## config.mk

```make
export PLATFORM = sky130hd
export DESIGN_NAME = dma_load_sequencer
export DESIGN_NICKNAME = d
export VERILOG_FILES = /design/src/rtl/dma_pkg.sv /design/src/rtl/dma_seg_cursor.sv /design/src/rtl/dma_load_sequencer.sv
export SDC_FILE = /design/constraint.sdc
export NUM_CORES = 1
export LEC_CHECK = 0
export CORE_UTILIZATION = 45
export DETAILED_ROUTE_END_ITERATION = 16
export GPL_TIMING_DRIVEN = 0
export HOLD_SLACK_MARGIN = 0.15
export PLACE_DENSITY = 0.71
export SLEW_MARGIN = 40
export SYNTH_ARGS = -nofsm -noshare
export SYNTH_HDL_FRONTEND = slang
export SYNTH_SLANG_ARGS = --single-unit
```

## constraint.sdc

```tcl
create_clock -name clk -period 5.36 [get_ports clk]
set_clock_uncertainty 0.15 [all_clocks]
set_input_delay 0.536 -clock clk [delete_from_list [all_inputs] [get_ports clk]]
set_output_delay 0.536 -clock clk [all_outputs]
set_load 0.1 [all_outputs]
```

## src/rtl/dma_pkg.sv

```systemverilog
// Shared types and default parameters for the DMA load sequencer.
package dma_pkg;

  localparam int DEF_ADDR_W         = 32;
  localparam int DEF_LEN_W          = 16;
  localparam int DEF_MAX_BURST      = 16;
  localparam int DEF_LAYER_W        = 4;
  localparam int DEF_BYTES_PER_WORD = 4;

  // Number of pointer slots that persist across layers (WGT, DIM, BIAS).
  localparam int NUM_LAYER_SEGS = 3;

  typedef enum logic [2:0] {
    S_IDLE,
    S_SELECT,
    S_ISSUE,
    S_WAIT,
    S_FINISH
  } state_t;

  typedef enum logic [1:0] {
    KIND_WGT  = 2'd0,
    KIND_DIM  = 2'd1,
    KIND_BIAS = 2'd2,
    KIND_IMG  = 2'd3
  } seg_kind_t;

endpackage

```

## src/rtl/dma_seg_cursor.sv

```systemverilog
// Address/remaining-word cursor for the segment currently being loaded.
// Reloaded at each segment boundary; advanced by one burst per completion.
module dma_seg_cursor
  import dma_pkg::*;
#(
  parameter int ADDR_W         = DEF_ADDR_W,
  parameter int LEN_W          = DEF_LEN_W,
  parameter int MAX_BURST      = DEF_MAX_BURST,
  parameter int BYTES_PER_WORD = DEF_BYTES_PER_WORD,
  parameter int BURST_W        = $clog2(MAX_BURST) + 1
) (
  input  logic              clk,
  input  logic              rst,
  input  logic              load,
  input  logic [ADDR_W-1:0] loadAddr,
  input  logic [LEN_W-1:0]  loadLen,
  input  logic              advance,
  output logic [ADDR_W-1:0] curAddr,
  output logic [LEN_W-1:0]  remaining,
  output logic [BURST_W-1:0] burstLen
);

  logic [ADDR_W-1:0] byteStep;

  // Burst length is the smaller of the words left and the burst ceiling.
  always_comb begin
    burstLen = remaining[BURST_W-1:0];
    if (remaining >= LEN_W'(MAX_BURST)) begin
      burstLen = BURST_W'(MAX_BURST);
    end
  end

  // Address step wraps modulo 2^ADDR_W through natural truncation.
  assign byteStep = ADDR_W'(burstLen) * ADDR_W'(BYTES_PER_WORD);

  // Cursor registers: reload wins over advance; both cleared on reset.
  always_ff @(posedge clk) begin
    if (rst) begin
      curAddr   <= '0;
      remaining <= '0;
    end else if (load) begin
      curAddr   <= loadAddr;
      remaining <= loadLen;
    end else if (advance) begin
      curAddr   <= curAddr + byteStep;
      remaining <= remaining - LEN_W'(burstLen);
    end
  end

endmodule

```

## src/rtl/dma_load_sequencer.sv

```systemverilog
// Walks WGT/DIM/BIAS segments for every layer, then the IMG segment,
// issuing one burst request at a time to a DMA engine.
module dma_load_sequencer
  import dma_pkg::*;
#(
  parameter int ADDR_W         = DEF_ADDR_W,
  parameter int LEN_W          = DEF_LEN_W,
  parameter int MAX_BURST      = DEF_MAX_BURST,
  parameter int LAYER_W        = DEF_LAYER_W,
  parameter int BYTES_PER_WORD = DEF_BYTES_PER_WORD
) (
  input  logic                        clk,
  input  logic                        rst,
  input  logic                        start,
  input  logic [LAYER_W-1:0]          cfg_num_layers,
  input  logic [ADDR_W-1:0]           cfg_wgt_base,
  input  logic [ADDR_W-1:0]           cfg_dim_base,
  input  logic [ADDR_W-1:0]           cfg_bias_base,
  input  logic [ADDR_W-1:0]           cfg_img_base,
  input  logic [LEN_W-1:0]            cfg_wgt_words,
  input  logic [LEN_W-1:0]            cfg_dim_words,
  input  logic [LEN_W-1:0]            cfg_bias_words,
  input  logic [LEN_W-1:0]            cfg_img_words,
  output logic                        req_valid,
  input  logic                        req_ready,
  output logic [ADDR_W-1:0]           req_addr,
  output logic [$clog2(MAX_BURST):0]  req_len,
  output logic [1:0]                  req_kind,
  input  logic                        xfer_done,
  output logic                        busy,
  output logic                        done,
  output logic [LAYER_W-1:0]          cur_layer
);

  localparam int BURST_W = $clog2(MAX_BURST) + 1;

  state_t    state, stateNext;
  seg_kind_t kind, kindNext;
  logic [LAYER_W-1:0] layer, layerNext;

  // Configuration captured at start so the inputs may change mid-sequence.
  logic [LAYER_W-1:0] numLayers;
  logic [LEN_W-1:0]   wgtWords, dimWords, biasWords, imgWords;
  logic [ADDR_W-1:0]  imgBase;

  // Running pointer per per-layer segment kind (index = seg_kind_t value).
  logic [ADDR_W-1:0]  savedPtr    [NUM_LAYER_SEGS];
  logic [ADDR_W-1:0]  cfgSegBase  [NUM_LAYER_SEGS];
  logic [1:0]         kindIdx;

  logic               latchCfg;
  logic               savePtr;
  logic               cursorLoad;
  logic               cursorAdvance;
  logic [ADDR_W-1:0]  cursorLoadAddr;
  logic [LEN_W-1:0]   cursorLoadLen;
  logic [ADDR_W-1:0]  cursorAddr;
  logic [LEN_W-1:0]   cursorRemaining;
  logic [BURST_W-1:0] burstLen;

  logic [LAYER_W:0]   layerPlusOne;
  logic               moreLayers;

  assign cfgSegBase[0] = cfg_wgt_base;
  assign cfgSegBase[1] = cfg_dim_base;
  assign cfgSegBase[2] = cfg_bias_base;

  assign kindIdx      = kind;
  assign layerPlusOne = {1'b0, layer} + (LAYER_W + 1)'(1);
  assign moreLayers   = layerPlusOne < {1'b0, numLayers};

  assign req_addr  = cursorAddr;
  assign req_len   = burstLen;
  assign req_kind  = kind;
  assign cur_layer = layer;

  dma_seg_cursor #(
    .ADDR_W         (ADDR_W),
    .LEN_W          (LEN_W),
    .MAX_BURST      (MAX_BURST),
    .BYTES_PER_WORD (BYTES_PER_WORD),
    .BURST_W        (BURST_W)
  ) u_cursor (
    .clk       (clk),
    .rst       (rst),
    .load      (cursorLoad),
    .loadAddr  (cursorLoadAddr),
    .loadLen   (cursorLoadLen),
    .advance   (cursorAdvance),
    .curAddr   (cursorAddr),
    .remaining (cursorRemaining),
    .burstLen  (burstLen)
  );

  // FSM state register.
  always_ff @(posedge clk) begin
    if (rst) begin
      state <= S_IDLE;
    end else begin
      state <= stateNext;
    end
  end

  // Current segment kind and layer index.
  always_ff @(posedge clk) begin
    if (rst) begin
      kind  <= KIND_WGT;
      layer <= '0;
    end else begin
      kind  <= kindNext;
      layer <= layerNext;
    end
  end

  // Capture the sequence configuration when a sequence begins.
  always_ff @(posedge clk) begin
    if (rst) begin
      numLayers <= '0;
      wgtWords  <= '0;
      dimWords  <= '0;
      biasWords <= '0;
      imgWords  <= '0;
      imgBase   <= '0;
    end else if (latchCfg) begin
      numLayers <= cfg_num_layers;
      wgtWords  <= cfg_wgt_words;
      dimWords  <= cfg_dim_words;
      biasWords <= cfg_bias_words;
      imgWords  <= cfg_img_words;
      imgBase   <= cfg_img_base;
    end
  end

  // Per-kind pointers: seeded from the bases at start, and updated with the
  // cursor's end address when a segment of that kind is left, so the next
  // layer's segment continues where this one stopped.
  generate
    for (genvar gi = 0; gi < NUM_LAYER_SEGS; gi++) begin : g_saved_ptr
      always_ff @(posedge clk) begin
        if (rst) begin
          savedPtr[gi] <= '0;
        end else if (latchCfg) begin
          savedPtr[gi] <= cfgSegBase[gi];
        end else if (savePtr && (kindIdx == 2'(gi))) begin
          savedPtr[gi] <= cursorAddr;
        end
      end
    end
  endgenerate

  // Next-state, segment walking and handshake outputs.
  always_comb begin
    stateNext      = state;
    kindNext       = kind;
    layerNext      = layer;
    latchCfg       = 1'b0;
    savePtr        = 1'b0;
    cursorLoad     = 1'b0;
    cursorAdvance  = 1'b0;
    cursorLoadAddr = '0;
    cursorLoadLen  = '0;
    req_valid      = 1'b0;
    busy           = 1'b1;
    done           = 1'b0;

    case (state)
      S_IDLE: begin
        busy = 1'b0;
        if (start) begin
          latchCfg   = 1'b1;
          cursorLoad = 1'b1;
          layerNext  = '0;
          stateNext  = S_SELECT;
          // With no layers the only segment is IMG, so begin there directly.
          if (cfg_num_layers == '0) begin
            kindNext       = KIND_IMG;
            cursorLoadAddr = cfg_img_base;
            cursorLoadLen  = cfg_img_words;
          end else begin
            kindNext       = KIND_WGT;
            cursorLoadAddr = cfg_wgt_base;
            cursorLoadLen  = cfg_wgt_words;
          end
        end
      end

      S_SELECT: begin
        if (cursorRemaining != '0) begin
          stateNext = S_ISSUE;
        end else if (kind == KIND_IMG) begin
          stateNext = S_FINISH;
        end else begin
          // Segment exhausted: remember where it ended and load the next one.
          savePtr    = 1'b1;
          cursorLoad = 1'b1;
          case (kind)
            KIND_WGT: begin
              kindNext       = KIND_DIM;
              cursorLoadAddr = savedPtr[1];
              cursorLoadLen  = dimWords;
            end
            KIND_DIM: begin
              kindNext       = KIND_BIAS;
              cursorLoadAddr = savedPtr[2];
              cursorLoadLen  = biasWords;
            end
            default: begin
              if (moreLayers) begin
                kindNext       = KIND_WGT;
                layerNext      = layerPlusOne[LAYER_W-1:0];
                cursorLoadAddr = savedPtr[0];
                cursorLoadLen  = wgtWords;
              end else begin
                kindNext       = KIND_IMG;
                cursorLoadAddr = imgBase;
                cursorLoadLen  = imgWords;
              end
            end
          endcase
        end
      end

      S_ISSUE: begin
        req_valid = 1'b1;
        if (req_ready) begin
          stateNext = S_WAIT;
        end
      end

      S_WAIT: begin
        if (xfer_done) begin
          cursorAdvance = 1'b1;
          stateNext     = S_SELECT;
        end
      end

      S_FINISH: begin
        done      = 1'b1;
        stateNext = S_IDLE;
      end

      default: begin
        stateNext = S_IDLE;
      end
    endcase
  end

endmodule

```

## Yosys cells after proc, flatten, opt, wreduce, memory -nomap -nowiden

Memory sizes are Yosys's and may differ from the RTL's.
Index checks and enable logic that the tools add are counted.

- Flip-flop bits (word level): 157
- RAM bits: 96
- Input port bits: 201
- Output and inout port bits: 46
- Logic and storage cells: 123
- Memories kept: 1

- Add/subtract/negate cells: 3
- Magnitude comparators: 2
- Equal/unequal tests: 15
- Muxes and demuxes: 72
- Bitwise gates (word level): 6
- Reductions and logical operators: 13

Memories:

| name | words | bits a word | read ports | clocked after memory_dff | write ports | line | text |
|---|---|---|---|---|---|---|---|
| savedPtr | 3 | 32 | 3 | 0 | 3 | dma_load_sequencer.sv:47 | `logic [ADDR_W-1:0] savedPtr [NUM_LAYER_SEGS];` |

Operator list:

| operator | number |
|---|---|
| $mux W32 | 13 |
| $pmux W32 S2 | 2 |
| $mux W16 | 7 |
| $pmux W16 S2 | 2 |
| $add A32 B7 Y32 | 1 |
| $mux W1 | 27 |
| $mux W4 | 5 |
| $ge A16 B5 Y1 const B | 1 |
| $reduce_bool A16 Y1 | 1 |
| $sub A16 B5 Y16 | 1 |
| $mux W3 | 5 |
| $ne A2 B2 Y1 const B | 7 |
| $pmux W3 S4 | 1 |
| $mux W2 | 5 |
| $pmux W2 S2 | 2 |
| $pmux W4 S2 | 1 |
| $reduce_and A4 Y1 | 2 |
| $eq A3 B2 Y1 const B | 2 |
| $or A1 B1 Y1 | 6 |
| $reduce_and A6 Y1 | 1 |
| $add A4 B1 Y5 const B | 1 |
| $lt A5 B4 Y1 | 1 |
| $mux W5 | 1 |
| $eq A2 B2 Y1 const B | 2 |
| 11 further kinds | 14 |

## Depth between registers and ports, before layout

Gate-level depths: netlist of run 1.

- Depth after elaboration: 10
- Depth in mapped cells: 13

## Cells and area by module

Synthesis of run 1 repeated with hierarchy kept, for this count alone.

- Cell total of the unflattened synthesis: 1369
- Area, all modules: 13347.8 µm²

By module, submodules not included:

| module | times used | cells each | area an instance (µm²) |
|---|---|---|---|
| dma_load_sequencer | 1 | 1014 | 10326.2 |
| dma_seg_cursor | 1 | 355 | 3021.6 |

## Worst setup path before layout of run 1

OpenSTA, ideal clock, no wires.

- Path kind: register to register
- Start point: reg kind[0], in the netlist req_kind[0]
- End point: mem savedPtr[1][0] (netlist name), enable pin
- Library setup time: 0.466 ns
- Arrival time: 4.081 ns
- Data required time: 4.744 ns
- Slack: 0.664 ns
- Stages on the path, launching flop included: 5
- Buffers on the path: 2
- Period minus slack after synthesis: 4.696 ns
- Path through: dfxtp_1 clkbuf_1 buf_1 nand2_1 o21ai_0

RTL lines:

| item | line | text |
|---|---|---|
| start: declaration | dma_load_sequencer.sv:38 | `seg_kind_t kind, kindNext;` |
| start signal: assignment | dma_load_sequencer.sv:110 | `kind <= kindNext;` |
| end: declaration | dma_load_sequencer.sv:47 |  |

## Worst setup path in the final report of run 1

- Start point: reg u_cursor.remaining[8]
- End point: reg u_cursor.curAddr[28]

- Word-level cells in the longest chain between the ends: 5
- Elaborated cells on any way between the ends: 11
- Those cells by class: 1 x add/sub; 1 x order compare; 7 x mux; 2 x reduce/logical

Ends and longest elaborated chain:

| item | line | text |
|---|---|---|
| start: declaration | dma_seg_cursor.sv:19 | `output logic [LEN_W-1:0] remaining,` |
| start signal: assignment | dma_seg_cursor.sv:43 | `remaining <= loadLen;` |
| start signal: assignment | dma_seg_cursor.sv:46 | `remaining <= remaining - LEN_W'(burstLen);` |
| $ge A16 B5 Y1 | dma_seg_cursor.sv:28 | `if (remaining >= LEN_W'(MAX_BURST)) begin` |
| $mux W5 | dma_seg_cursor.sv:28 |  |
| $add A32 B7 Y32 | dma_seg_cursor.sv:45 | `curAddr <= curAddr + byteStep;` |
| $mux W32 | dma_seg_cursor.sv:44 | `end else if (advance) begin` |
| $mux W32 | dma_seg_cursor.sv:41 | `end else if (load) begin` |
| end signal: assignment | dma_seg_cursor.sv:42 | `curAddr <= loadAddr;` |
| end signal: assignment | dma_seg_cursor.sv:45 |  |
| end: declaration | dma_seg_cursor.sv:18 | `output logic [ADDR_W-1:0] curAddr,` |

Several ways; a longest one is shown, not always the timed one. The select of a mux whose other input is x is not followed.
A chain may end at the register's enable or synchronous reset.

==> flow_summary.ini, run 1 <==
[synthesis]
synthArstFlopShare = 0
yosysWarnings = 0
synth.yosys.seq_area_share = 0.4617
netlist_top_cells_count = 320 x nand2_1, 175 x a21oi_1, 157 x dfxtp_1
synth_top_family_by_area = compound AO/OA/AOI/OAI gates
syn_area_sq_um = 13050
synth.distinct_cells = 70
synth-xor-area-share = 0.02013
synth.mux.area_fraction = 0.05455
synth_edf_count = 96
yosys-top-cells-area = dfxtp_1 24%, edfxtp_1 22%, nand2_1 9.2%
synth-compound-area-share = 0.2335
synth_flop_cell = dfxtp_1
synth_area_leader_cell = dfxtp_1
yosysTopAreaCellShare = 0.2408
synth_most_common_cell = nand2_1
syn_nets = 1654
synthCells = 1442
synthSimpleGateAreaFrac = 0.1757
synthAdderAreaFrac = 0.01112
ys_ff_latch = 253
synth.avg_cell_area_sq_um = 9.050

[status]
status = finished clean

[clock_tree]
cts_sinks = 253
h-tree-depth = 1
cts_hold_buf = 0
post_cts_buffers = 0
cts_tree = yes
worst_skew_pair.late_latency_ns = 0.56
clk_path_buf_depth = 3
cts_buffers = 28
ctsResizeCount = 0
clk_pin_slew_ns = 0.06
cts_root_buffer = clkbuf_16

[pwr]
powerDensity_nw_per_um2 = 367.2
vdd_drop_max_v = 0.0002482
p_leak_nw = 6.423

[sta]
fmax_ghz = 0.2232
period_share = 0.8358
slew_headroom = 0.3441
setup-tns-final_ns = 0
tightest_slew_ns = 0.9839
grt_setup_unrepaired = false
hold_viol = 0
drv_slew = 0
min_period_ns = 4.480
finalSetupViolCount = 0

[placement]
dp.cells = 2070
place_congestion = 1.029
hpwl_microns = 39530
port_buffers = 246

[finish]
drive_gt1_frac = 0.09748
final_cells = 2122
area_growth_pct = 28.89
layout.nets = 1934
n_antenna_cell = 0
regArea_sq_um = 6026
multi_input_area_sq_um = 6529
nFillCells = 2490

[die]
die_area_sq_um = 29690
die_w_microns = 172.3
ios = 247
fp.dieH_microns = 172.3
start_util = 0.4634
num_rows = 61
coreArea_sq_um = 28160

[setup_path]
regToRegSetupSlack_ns = 0.88
worstPathRequired_ns = 5.65
critPathSlowestCell = nor4_4
path_class = reg -> reg
cp_max_fo = 10
worstPathArrival_ns = 4.77
critical_path.cell_chain = or4_4 > buf_6 > nor4_4 > inv_1 > ha_1 > o21a_1 > a21oi_1 > nand2b_1 > clkbuf_1 > nor4b_1 > xor2_1 > a221o_1
slowest_delay_ns = 0.58
crit_path_end_kind = register
crit_path_start_kind = register

[global_routing]
grt_usage = 0.3704
antenna_found_initial = 0
grt_pass1_wl_microns = 80050
grt_max_degree = 33
grt_pass1_vias = 12748
grt-ovfl-total = 0

[drt]
routed_wl_microns = 55330
vias = 13221
wl_per_cell_microns = 26.08
via_per_inst = 6.230
antenna_left = 0
dr.pass1.iters = 5
drt_iter0_drc = 1821
drcViolationCount = 0

[worst_hold_path]
min_path_type = reg -> reg

[job]
drv_cap = 0
==> placed cells by master, fill, tap and decap left out, drive strengths merged, types with 14 or more instances in the layout <==
cell type / instances
o21ai: 39
nand2: 320
a21oi: 175
nor2b: 39
xor2: 16
a211o: 14
clkdlybuf4s50: 200
a22o: 98
xnor2: 14
mux2i: 61
a31oi: 14
edfxtp: 96
nor3: 20
a211oi: 58
buf: 76
inv: 14
nand3: 19
nor2: 35
dfxtp: 157
clkbuf: 131
==> worst max-delay path: cells and delay by family (launching register included) <==
kind,cells,cell delay (ns)
simple gates,4,1.45
buf+inv,3,1.01
flops,1,0.36
xor+xnor,1,0.19
compound gates,3,0.78
fa+ha+maj,1,0.42
==> metrics by stage <==
| step | instance area, sq um | setup WS (ns) | total power [mW] | hold WS, ns | utilization |
|---|---|---|---|---|---|
| floorplan | 13050 | 0.6637 | 3.498 | 0.2818 | - |
| detailed placement | 15890 | 0.9602 | 4.200 | 0.2958 | 0.5642 |
| global route | 16820 | 0.7053 | 6.336 | 0.3201 | 0.5972 |
| finish | 16820 | 0.8799 | 6.176 | 0.3010 | 0.5972 |
| global placement | 15990 | -2.056 | 4.206 | 0.2892 | 0.5676 |
| CTS | 16810 | 0.9544 | 6.109 | 0.3050 | 0.5968 |
==> final timing paths <==
path | startpoint | endpoint | depth (start not counted)
max reg2reg | u_cursor.remaining[8] | u_cursor.curAddr[28] | 12
max | u_cursor.remaining[8] | u_cursor.curAddr[28] | 12
min reg2reg | wgtWords[2] | wgtWords[2] | 2
min | wgtWords[2] | wgtWords[2] | 2
==> state kept, by name, indices dropped and copies added, names as in the netlist <==
name	count
biasWords	16
state	3
numLayers	4
dimWords	16
imgWords	16
wgtWords	16
u_cursor.remaining	16
imgBase	32
cur_layer	4
u_cursor.curAddr	32
savedPtr	96
req_kind	2
==> power by group <==
group          internal, mW  total, mW  switching (mW)  leakage (nW)
clock network          1.10       1.95           0.846         0.458
registers              2.23       2.39           0.155          2.33
logic                 0.568       1.84            1.27          3.63
==> layer usage <==
layer	vias up	part of all wire	track usage
met4	0	0.042	0.1524
met2	929	0.43	0.5692
li1	5821	-	-
met1	6322	0.41	0.5096
met3	149	0.12	0.07004
met5	-	0	0
==> cell type report <==
cell class / instances / area share
Multi-Input combinational cell: 1056 / 0.3882
Sequential cell: 253 / 0.3583
Timing Repair Buffer: 250 / 0.1364
Clock buffer: 37 / 0.04791
Buffer: 120 / 0.03169
Tap cell: 378 / 0.02812
Clock inverter: 15 / 0.006621
Inverter: 13 / 0.002901
==> cells by family after synthesis <==
group | count (synthesis)
AOI/OAI and AO/OA | 450
xor gates and xnor gates | 30
adders and majority gates | 11
buffers and inverters | 133
DFF | 253
muxes | 70
other | 1
and+or+nand+nor | 494
(Power assumes the default switching activity.)
==> run 2: changes to the inputs <==
Clock period 5.36 ns to 4.7 ns, I/O delays scaled along.
==> results of run 2 <==
Same layout as run 1 (identical final DEF). Status: finished clean.
Among the figures that moved: setup slack after placement 0.9602 ns -> 0.3002 ns; setup slack after layout 0.8799 ns -> 0.2199 ns; register-to-register setup slack 0.88 ns -> 0.22 ns; total power 6.176 mW -> 7.043 mW; worst IR drop on VDD 0.0002482 V -> 0.0002831 V
